File: config.mk
export PLATFORM = sky130hd
export DESIGN_NAME = fetch_sequencer_flat
export DESIGN_NICKNAME = d
export VERILOG_FILES = /design/src/rtl/cpu_pkg.sv /design/src/rtl/fetch_sequencer_if.sv /design/src/rtl/program_counter.sv /design/src/rtl/fetch_sequencer.sv /design/src/flat_wrapper.sv
export SDC_FILE = /design/constraint.sdc
export NUM_CORES = 1
export LEC_CHECK = 0
export CAP_MARGIN = 0
export CORE_UTILIZATION = 30
export CTS_BUF_LIST = sky130_fd_sc_hd__clkbuf_2 sky130_fd_sc_hd__clkbuf_4 sky130_fd_sc_hd__clkbuf_8
export CTS_CLUSTER_SIZE = 40
export DETAILED_ROUTE_END_ITERATION = 8
export GPL_TIMING_DRIVEN = 0
export PLACE_DENSITY = 0.62
export SYNTH_ARGS = -nofsm -noshare
export SYNTH_HDL_FRONTEND = slang
export SYNTH_SLANG_ARGS = --single-unit
File: constraint.sdc
create_clock -name clk -period 3.3 [get_ports clk]
set_input_delay 0.66 -clock clk [delete_from_list [all_inputs] [get_ports clk]]
set_output_delay 0.66 -clock clk [all_outputs]
set_load 0.05 [all_outputs]
File: src/rtl/cpu_pkg.sv
// Shared constants for the tiny CPU: fetch FSM state encoding and default address width.
package cpu_pkg;

   localparam int unsigned AddrWidth = 8;

   typedef logic [2:0] state_t;

   localparam state_t StIdle   = 3'd0;
   localparam state_t StAddr   = 3'd1;
   localparam state_t StWait   = 3'd2;
   localparam state_t StLatch  = 3'd3;
   localparam state_t StExec   = 3'd4;
   localparam state_t StHalted = 3'd5;

endpackage

File: src/rtl/fetch_sequencer_if.sv
// Fetch sequencer handshake bundle; master is the sequencer, slave is memory/execute side.
// The step signal exists only when SINGLE_STEP_EN is defined.
interface fetch_sequencer_if #(
   parameter int unsigned N = cpu_pkg::AddrWidth
);
   logic         run;
   logic         mem_ready;
   logic         exec_done;
   logic         jump;
   logic [N-1:0] jump_addr;
   logic         halt;
`ifdef SINGLE_STEP_EN
   logic         step;
`endif
   logic [N-1:0] mar_data;
   logic         mar_load;
   logic         mem_rd;
   logic         ir_load;
   logic         exec_start;
   logic         busy;
   logic         halted;

   modport master (
      input  run, mem_ready, exec_done, jump, jump_addr, halt,
`ifdef SINGLE_STEP_EN
      input  step,
`endif
      output mar_data, mar_load, mem_rd, ir_load, exec_start, busy, halted
   );

   modport slave (
      output run, mem_ready, exec_done, jump, jump_addr, halt,
`ifdef SINGLE_STEP_EN
      output step,
`endif
      input  mar_data, mar_load, mem_rd, ir_load, exec_start, busy, halted
   );

endinterface

File: src/rtl/program_counter.sv
// Program counter register with async reset; load takes priority over increment.
module program_counter #(
   parameter int unsigned N        = 8,
   parameter logic [N-1:0] RESET_PC = '0
) (
   input  logic         clk,
   input  logic         rst,
   input  logic         inc_i,
   input  logic         load_i,
   input  logic [N-1:0] load_val_i,
   output logic [N-1:0] pc_o
);

   logic [N-1:0] pc_q, pc_d;

   always_comb begin
      pc_d = pc_q;
      if (load_i) begin
         pc_d = load_val_i;
      end else if (inc_i) begin
         pc_d = pc_q + 1'b1;
      end
   end

   always_ff @(posedge clk or posedge rst) begin
      if (rst) begin
         pc_q <= RESET_PC;
      end else begin
         pc_q <= pc_d;
      end
   end

   assign pc_o = pc_q;

endmodule

File: src/rtl/fetch_sequencer.sv
// Instruction-fetch controller: T-state FSM plus PC, Moore-decoded strobes.
// Define SINGLE_STEP_EN to fetch one instruction per rising edge of step instead of run.
module fetch_sequencer
   import cpu_pkg::*;
#(
   parameter int unsigned N        = AddrWidth,
   parameter logic [N-1:0] RESET_PC = '0
) (
   input logic                clk,
   input logic                rst,
   fetch_sequencer_if.master  bus_io
);

   state_t       state_q, state_d;
   logic         exec_first_q;
   logic         pc_inc, pc_load;
   logic         start_fetch, keep_running;
   logic [N-1:0] pc;

`ifdef SINGLE_STEP_EN
   logic step_q;

   always_ff @(posedge clk or posedge rst) begin
      if (rst) begin
         step_q <= 1'b0;
      end else begin
         step_q <= bus_io.step;
      end
   end

   assign start_fetch  = bus_io.step & ~step_q;
   assign keep_running = 1'b0;
`else
   assign start_fetch  = bus_io.run;
   assign keep_running = bus_io.run;
`endif

   always_comb begin
      state_d = state_q;
      pc_inc  = 1'b0;
      pc_load = 1'b0;
      case (state_q)
         StIdle:  if (start_fetch) state_d = StAddr;
         StAddr:  state_d = StWait;
         StWait:  if (bus_io.mem_ready) state_d = StLatch;
         StLatch: begin
            pc_inc  = 1'b1;
            state_d = StExec;
         end
         StExec: begin
            if (bus_io.exec_done) begin
               // halt wins over jump and leaves the PC untouched
               if (bus_io.halt) begin
                  state_d = StHalted;
               end else begin
                  pc_load = bus_io.jump;
                  state_d = keep_running ? StAddr : StIdle;
               end
            end
         end
         StHalted: state_d = StHalted;
         default:  state_d = StIdle;
      endcase
   end

   always_ff @(posedge clk or posedge rst) begin
      if (rst) begin
         state_q      <= StIdle;
         exec_first_q <= 1'b0;
      end else begin
         state_q      <= state_d;
         exec_first_q <= (state_d == StExec) && (state_q != StExec);
      end
   end

   program_counter #(
      .N        (N),
      .RESET_PC (RESET_PC)
   ) u_pc (
      .clk        (clk),
      .rst        (rst),
      .inc_i      (pc_inc),
      .load_i     (pc_load),
      .load_val_i (bus_io.jump_addr),
      .pc_o       (pc)
   );

   assign bus_io.mar_data   = pc;
   assign bus_io.mar_load   = (state_q == StAddr);
   assign bus_io.mem_rd     = (state_q == StWait);
   assign bus_io.ir_load    = (state_q == StLatch);
   assign bus_io.exec_start = (state_q == StExec) && exec_first_q;
   assign bus_io.busy       = (state_q != StIdle) && (state_q != StHalted);
   assign bus_io.halted     = (state_q == StHalted);

endmodule

File: src/flat_wrapper.sv
// flat-port wrapper written by rule: the top's interface ports become plain ports
module fetch_sequencer_flat import cpu_pkg::*;
#(
   parameter int unsigned N        = AddrWidth,
   parameter logic [N-1:0] RESET_PC = '0
)
  (clk, rst, bus_io_run, bus_io_mem_ready, bus_io_exec_done, bus_io_jump, bus_io_jump_addr, bus_io_halt, bus_io_mar_data, bus_io_mar_load, bus_io_mem_rd, bus_io_ir_load, bus_io_exec_start, bus_io_busy, bus_io_halted);
  fetch_sequencer_if #(.N(N)) bus_io_i ();
  input logic clk;
  input logic rst;
  input wire logic [$bits(bus_io_i.run)-1:0] bus_io_run;
  input wire logic [$bits(bus_io_i.mem_ready)-1:0] bus_io_mem_ready;
  input wire logic [$bits(bus_io_i.exec_done)-1:0] bus_io_exec_done;
  input wire logic [$bits(bus_io_i.jump)-1:0] bus_io_jump;
  input wire logic [$bits(bus_io_i.jump_addr)-1:0] bus_io_jump_addr;
  input wire logic [$bits(bus_io_i.halt)-1:0] bus_io_halt;
  output wire logic [$bits(bus_io_i.mar_data)-1:0] bus_io_mar_data;
  output wire logic [$bits(bus_io_i.mar_load)-1:0] bus_io_mar_load;
  output wire logic [$bits(bus_io_i.mem_rd)-1:0] bus_io_mem_rd;
  output wire logic [$bits(bus_io_i.ir_load)-1:0] bus_io_ir_load;
  output wire logic [$bits(bus_io_i.exec_start)-1:0] bus_io_exec_start;
  output wire logic [$bits(bus_io_i.busy)-1:0] bus_io_busy;
  output wire logic [$bits(bus_io_i.halted)-1:0] bus_io_halted;
  assign bus_io_i.run = bus_io_run;
  assign bus_io_i.mem_ready = bus_io_mem_ready;
  assign bus_io_i.exec_done = bus_io_exec_done;
  assign bus_io_i.jump = bus_io_jump;
  assign bus_io_i.jump_addr = bus_io_jump_addr;
  assign bus_io_i.halt = bus_io_halt;
  assign bus_io_mar_data = bus_io_i.mar_data;
  assign bus_io_mar_load = bus_io_i.mar_load;
  assign bus_io_mem_rd = bus_io_i.mem_rd;
  assign bus_io_ir_load = bus_io_i.ir_load;
  assign bus_io_exec_start = bus_io_i.exec_start;
  assign bus_io_busy = bus_io_i.busy;
  assign bus_io_halted = bus_io_i.halted;
  fetch_sequencer #(.N(N), .RESET_PC(RESET_PC)) u_core (.clk(clk), .rst(rst), .bus_io(bus_io_i));
endmodule
* Word level (Yosys, flattened, before mapping) *
Index checks and enable logic that the tools add are counted.

word-level totals
  register bits = 12
  input port bits = 15
  output and inout bits = 14
  logic and storage cells = 30

operators by class
  $add $sub $neg = 1
  equal/unequal tests = 8
  multiplexer cells = 12
  reductions and logical operators = 6

operators with widths
  kind                                           number
  one-hot mux 3 bit (6 select lines)             1
  2-to-1 mux 8 bit                               2
  2-to-1 mux 3 bit                               4
  == test 3 bit, second input constant           3
  adder 8 x 1 -> 8 bit, second input constant    1
  == test 3 x 2 -> 1 bit, second input constant  2
  != test 3 bit, second input constant           2
  2-to-1 mux 1 bit                               5
  == test 3 x 1 -> 1 bit, second input constant  1
  logical AND 1 bit                              3
  logical NOT 3 bit                              1
  nonzero test 3 bit                             1
  nonzero test 2 bit                             1

* Logic depth before layout (Yosys ltp) *
  depth in word-level cells = 6
  mapped depth = 6
  mapped depth without buffers = 5

* By module *
A second synthesis with hierarchy kept.

second synthesis, totals
  cell total of the unflattened synthesis = 80
  area total of the unflattened synthesis = 724.4 um^2

by module, submodules not included
  module           times used  cells an instance  area each (um^2)  sequential area each (um^2)
  program_counter  1           50                 445.4             200.2
  fetch_sequencer  1           30                 279.0             100.1

* Least setup slack after synthesis *
Ideal clock, no wire load.

  path kind = reg2out
  start point = reg u_core.state_q[1]
  end point = out bus_io_mar_load
  data arrival time = 1.667 ns
  data required time = 2.640 ns
  path slack = 0.973 ns
  cell stages (with the launch flop) = 3
  buffers on the path = 1
  cells stage by stage = dfrtp_1 -> buf_4 -> nor3b_1

on the way
  word-level cells in the longest chain between the ends = 1

ends and longest elaborated chain
  item                    RTL line               RTL
  from (decl)             fetch_sequencer.sv:14  state_t state_q, state_d;
  from (signal assigned)  fetch_sequencer.sv:68  state_q <= StIdle;
  from (signal assigned)  fetch_sequencer.sv:71  state_q <= state_d;
  == test 3 x 1 -> 1 bit  fetch_sequencer.sv:89  assign bus_io.mar_load = (state_q == StAddr);
  to (decl)               flat_wrapper.sv:18     output wire logic [$bits(bus_io_i.mar_load)-1:0] bus_io_mar_load;

No other way between the ends.

* Worst setup path after layout *
  start point = reg u_core.state_q[1]
  end point = out bus_io_exec_start

on the way
  word-level cells in the longest chain between the ends = 2

ends and longest elaborated chain
  item               RTL line               RTL
  == test 3 bit      fetch_sequencer.sv:92  assign bus_io.exec_start = (state_q == StExec) && exec_first_q;
  logical AND 1 bit  fetch_sequencer.sv:92
  to (decl)          flat_wrapper.sv:21     output wire logic [$bits(bus_io_i.exec_start)-1:0] bus_io_exec_start;

No other way between the ends.

==> impl_results.rst <==
.. list-table::
   :header-rows: 1

   * - Metric
     - Value
   * - Antenna-violating nets left
     - 0
   * - Via count of the first global-routing pass
     - roughly 630
   * - Areal power density over the cells
     - 986 nW/um^2
   * - Proportion of netlist area held by the largest area contributor
     - about two fifths
   * - Worst reg-to-reg setup slack
     - 1.80 ns
   * - # nets final
     - 125
   * - Critical path capture point type
     - output port
   * - Overall routing resource usage
     - between 10 and 15%
   * - Total detailed-routing wirelength
     - 1650 um
   * - Post-detailed-placement half-perimeter wirelength
     - 1250 um
   * - Standby leakage power
     - between 0.0004 and 0.0005 uW
   * - Leading cell types by total area after synthesis
     - dfrtp_1 (39%), xnor2_1 (4.6%), buf_6 (4.4%)
   * - Max-cap violation count
     - 0
   * - Final global-route overflow total
     - 0
   * - Async set or reset register ratio after synthesis
     - 100%
   * - Hold Crit Depth
     - 2
   * - Final Wtd Congestion
     - 0.726
   * - Unrepaired setup endpoints after global routing
     - no
   * - Final number of hold-violating endpoints
     - 0
   * - Time the worst path needs with I/O delays and setup
     - 2.67 ns
   * - Count of filler cells inserted in the layout
     - ~240
   * - Kind of critical path
     - flop to output port
   * - Main combinational cell family by area after synthesis
     - simple AND/OR/NAND/NOR gates
   * - TritonCTS sink count
     - 12
   * - Post-route core utilization
     - 47.6%
   * - Proportion of synthesized area in mux cells
     - 1.31%
   * - Data arrival time of the critical path
     - ~2 ns
   * - Final-layout worst hold slack
     - approximately 0.55 ns
   * - Netlist area before placement
     - 766 um^2
   * - Worst slack at placement
     - 0.909 ns
   * - Count of vias placed by the detailed router
     - 641
   * - Routed wire length per instance
     - 12.2 um
   * - Highest clock frequency the design can meet
     - between 300 and 400 MHz
   * - Max H-tree Level
     - 1
   * - Fraction of layout cells with a size suffix above 1
     - 13.1%
   * - Placeable core area
     - 2320 um^2
   * - Synth Area in Simple Gates
     - 28.6%
   * - Vias per Instance
     - around 4.7
   * - Fraction of the mapped netlist area in compound gates
     - between 15 and 20%
   * - Final setup viols
     - 0
   * - Element type at the critical path start
     - flop
   * - Total of hold buffers inserted after clock tree synthesis
     - 0
   * - XOR/XNOR share of the synthesized area
     - 5.72%
   * - Biggest area consumer among synthesized cells
     - dfrtp_1
   * - Number of gates resized after CTS
     - 0
   * - Insertion delay of the later-clocked pin in the worst-skew pair
     - 0.27 ns
   * - Total of buffers placed on input and output ports
     - 28
   * - Count of flip-flops with a built-in enable after synthesis
     - 0
   * - Endpoint required time on the critical path
     - 2.64 ns
   * - Initial antenna violation count
     - 0
   * - Post-synth net total
     - 92
   * - R2R Path End
     - u_core.u_pc.pc_o[2]
   * - Hold wc startpoint
     - u_core.state_q[2]
   * - Wire length of the first global-routing pass
     - 2790 um
   * - Total DRC errors in the routed layout
     - 0
   * - Effective utilization at floorplan
     - 33.0%
   * - Normalized max-slew margin
     - about two thirds
   * - Length of the first detailed-routing pass in iterations
     - 4
   * - Area of the die
     - roughly 2800 um^2
   * - Distinct cells, synth
     - 34
   * - Synth Instances
     - 76
   * - Result of the run
     - complete, no violations
   * - Number of slew-limit violations in the final report
     - 0
   * - Largest net degree at the start of global routing
     - 13
   * - Final clock skew
     - 0.00750 ns
   * - Ys Warns
     - 0
   * - Clock slew at reported path FFs
     - 0.08 ns
   * - Ratio of final minimum period to clock period
     - 81.0%
   * - Clock tree from TritonCTS
     - done
   * - Seq cells post-synth
     - 12
   * - Horizontal extent of the die
     - 52.5 um
   * - Cell Rows
     - 17
   * - Mean instance size in the synthesized netlist
     - 10.1 um^2
   * - Number of post-CTS setup repair buffers
     - 0
   * - Number of buffers between clock root and the deepest sink
     - 2
   * - Hold-critical path endpoint
     - u_core.state_q[1]
   * - Antenna diode count
     - 0
   * - Sum of negative setup slack
     - 0 ns
   * - Num ports
     - 29
   * - Main synth FF type
     - dfrtp_1
   * - Worst Hold Class
     - flop to flop
   * - Register-to-Register Path Depth
     - 6
   * - Root cell of the clock tree
     - clkbuf_4
   * - Source of the worst register-to-register timing path
     - u_core.state_q[2]
   * - Measured slew at the worst slew-check pin
     - roughly 0.5 ns
   * - Top-count cell post-synth
     - dfrtp_1
   * - Maximum ir drop on the vdd rail
     - between 500 and 600 uV
   * - Register area share after synthesis
     - around two fifths
   * - DRT iter0 DRCs
     - 8
   * - Post-layout worst setup margin
     - 0.628 ns
   * - Peak fanout along the critical path
     - 10
   * - CTS Buf Count
     - 3
   * - Synth-to-Final Area Change
     - 44.1%
   * - Area share of fa/ha/maj cells after synthesis
     - about 1.6%
   * - Height of the chip
     - 52.5 um
-- layout make-up --
class,count,area (um^2),area share [%]
Multi-Input combinational cell,55,405,36.7
Tap cell,28,35.0,3.17
Buffer,4,41.3,3.74
Sequential cell,12,300,27.2
Inverter,5,18.8,1.70
Clock buffer,3,22.5,2.04
Timing Repair Buffer,28,280,25.4
-- worst max-delay path by stage --
stage | slack (ns) | cells past startpoint | endpoint | startpoint
after detailed placement | 0.91 | 4 | bus_io_exec_start | u_core.state_q[1]
after global placement | 0.93 | 4 | bus_io_exec_start | u_core.state_q[1]
final | 0.63 | 4 | bus_io_exec_start | u_core.state_q[1]
after CTS | 0.61 | 4 | bus_io_exec_start | u_core.state_q[1]
after global routing | 0.54 | 4 | bus_io_exec_start | u_core.state_q[1]
after floorplan | 0.97 | 2 | bus_io_mar_load | u_core.state_q[1]
-- worst max-delay path, stage by stage, from the launching register on --
cell and delay, ns:
dfrtp_1 0.37, buf_4 0.18, nor3b_4 0.24, and2_1 0.16
clkdlybuf4s50_1 0.80
-- logic make-up after synthesis --
logic type,after synthesis
fa+ha+maj,1
buf+inv,9
compound gates,17
flops,12
xor+xnor,5
mux,1
simple gates,31
-- power by group --
part / switching (uW) / internal, uW / total (uW)
logic: 446 / 279 / 724
clock network: 47.8 / 42.1 / 89.9
registers: 60.9 / 212 / 273
-- through the flow --
stage	power (uW)	instance area, um^2	instances
floorplan	794	766	76
detailed placement	1010	1080	132
finish	1090	1100	135
global placement	997	1080	132
CTS	1100	1100	135
global route	1150	1100	135
-- sequential cells by signal, indices dropped and copies added (netlist names) --
signal,cells
u_core.exec_first_q,1
u_core.state_q,3
u_core.u_pc.pc_o,8
-- placed cells by master, fill, tap and decap left out, types with 2 or more instances in the layout --
cell type	instances
nand2_1	4
buf_6	3
nand3_1	3
and2_1	2
a21oi_1	2
nor3b_1	3
nor2b_1	3
clkbuf_4	3
o21ai_0	4
nand2b_1	2
nor2_1	4
dfrtp_1	12
xnor2_1	4
inv_1	4
o21ai_1	4
nor3_1	2
clkdlybuf4s50_1	28
nand4_1	2
-- layer usage --
metal / track usage (%) / vias to the layer above / wire length, um
met2: 21.7 / 14 / 779
met5: 0 / - / 0
li1: - / 332 / -
met4: 3.95 / 0 / 9
met1: 19.3 / 293 / 801
met3: 2.61 / 2 / 57
No activity file was read; power rests on OpenSTA's default activity.
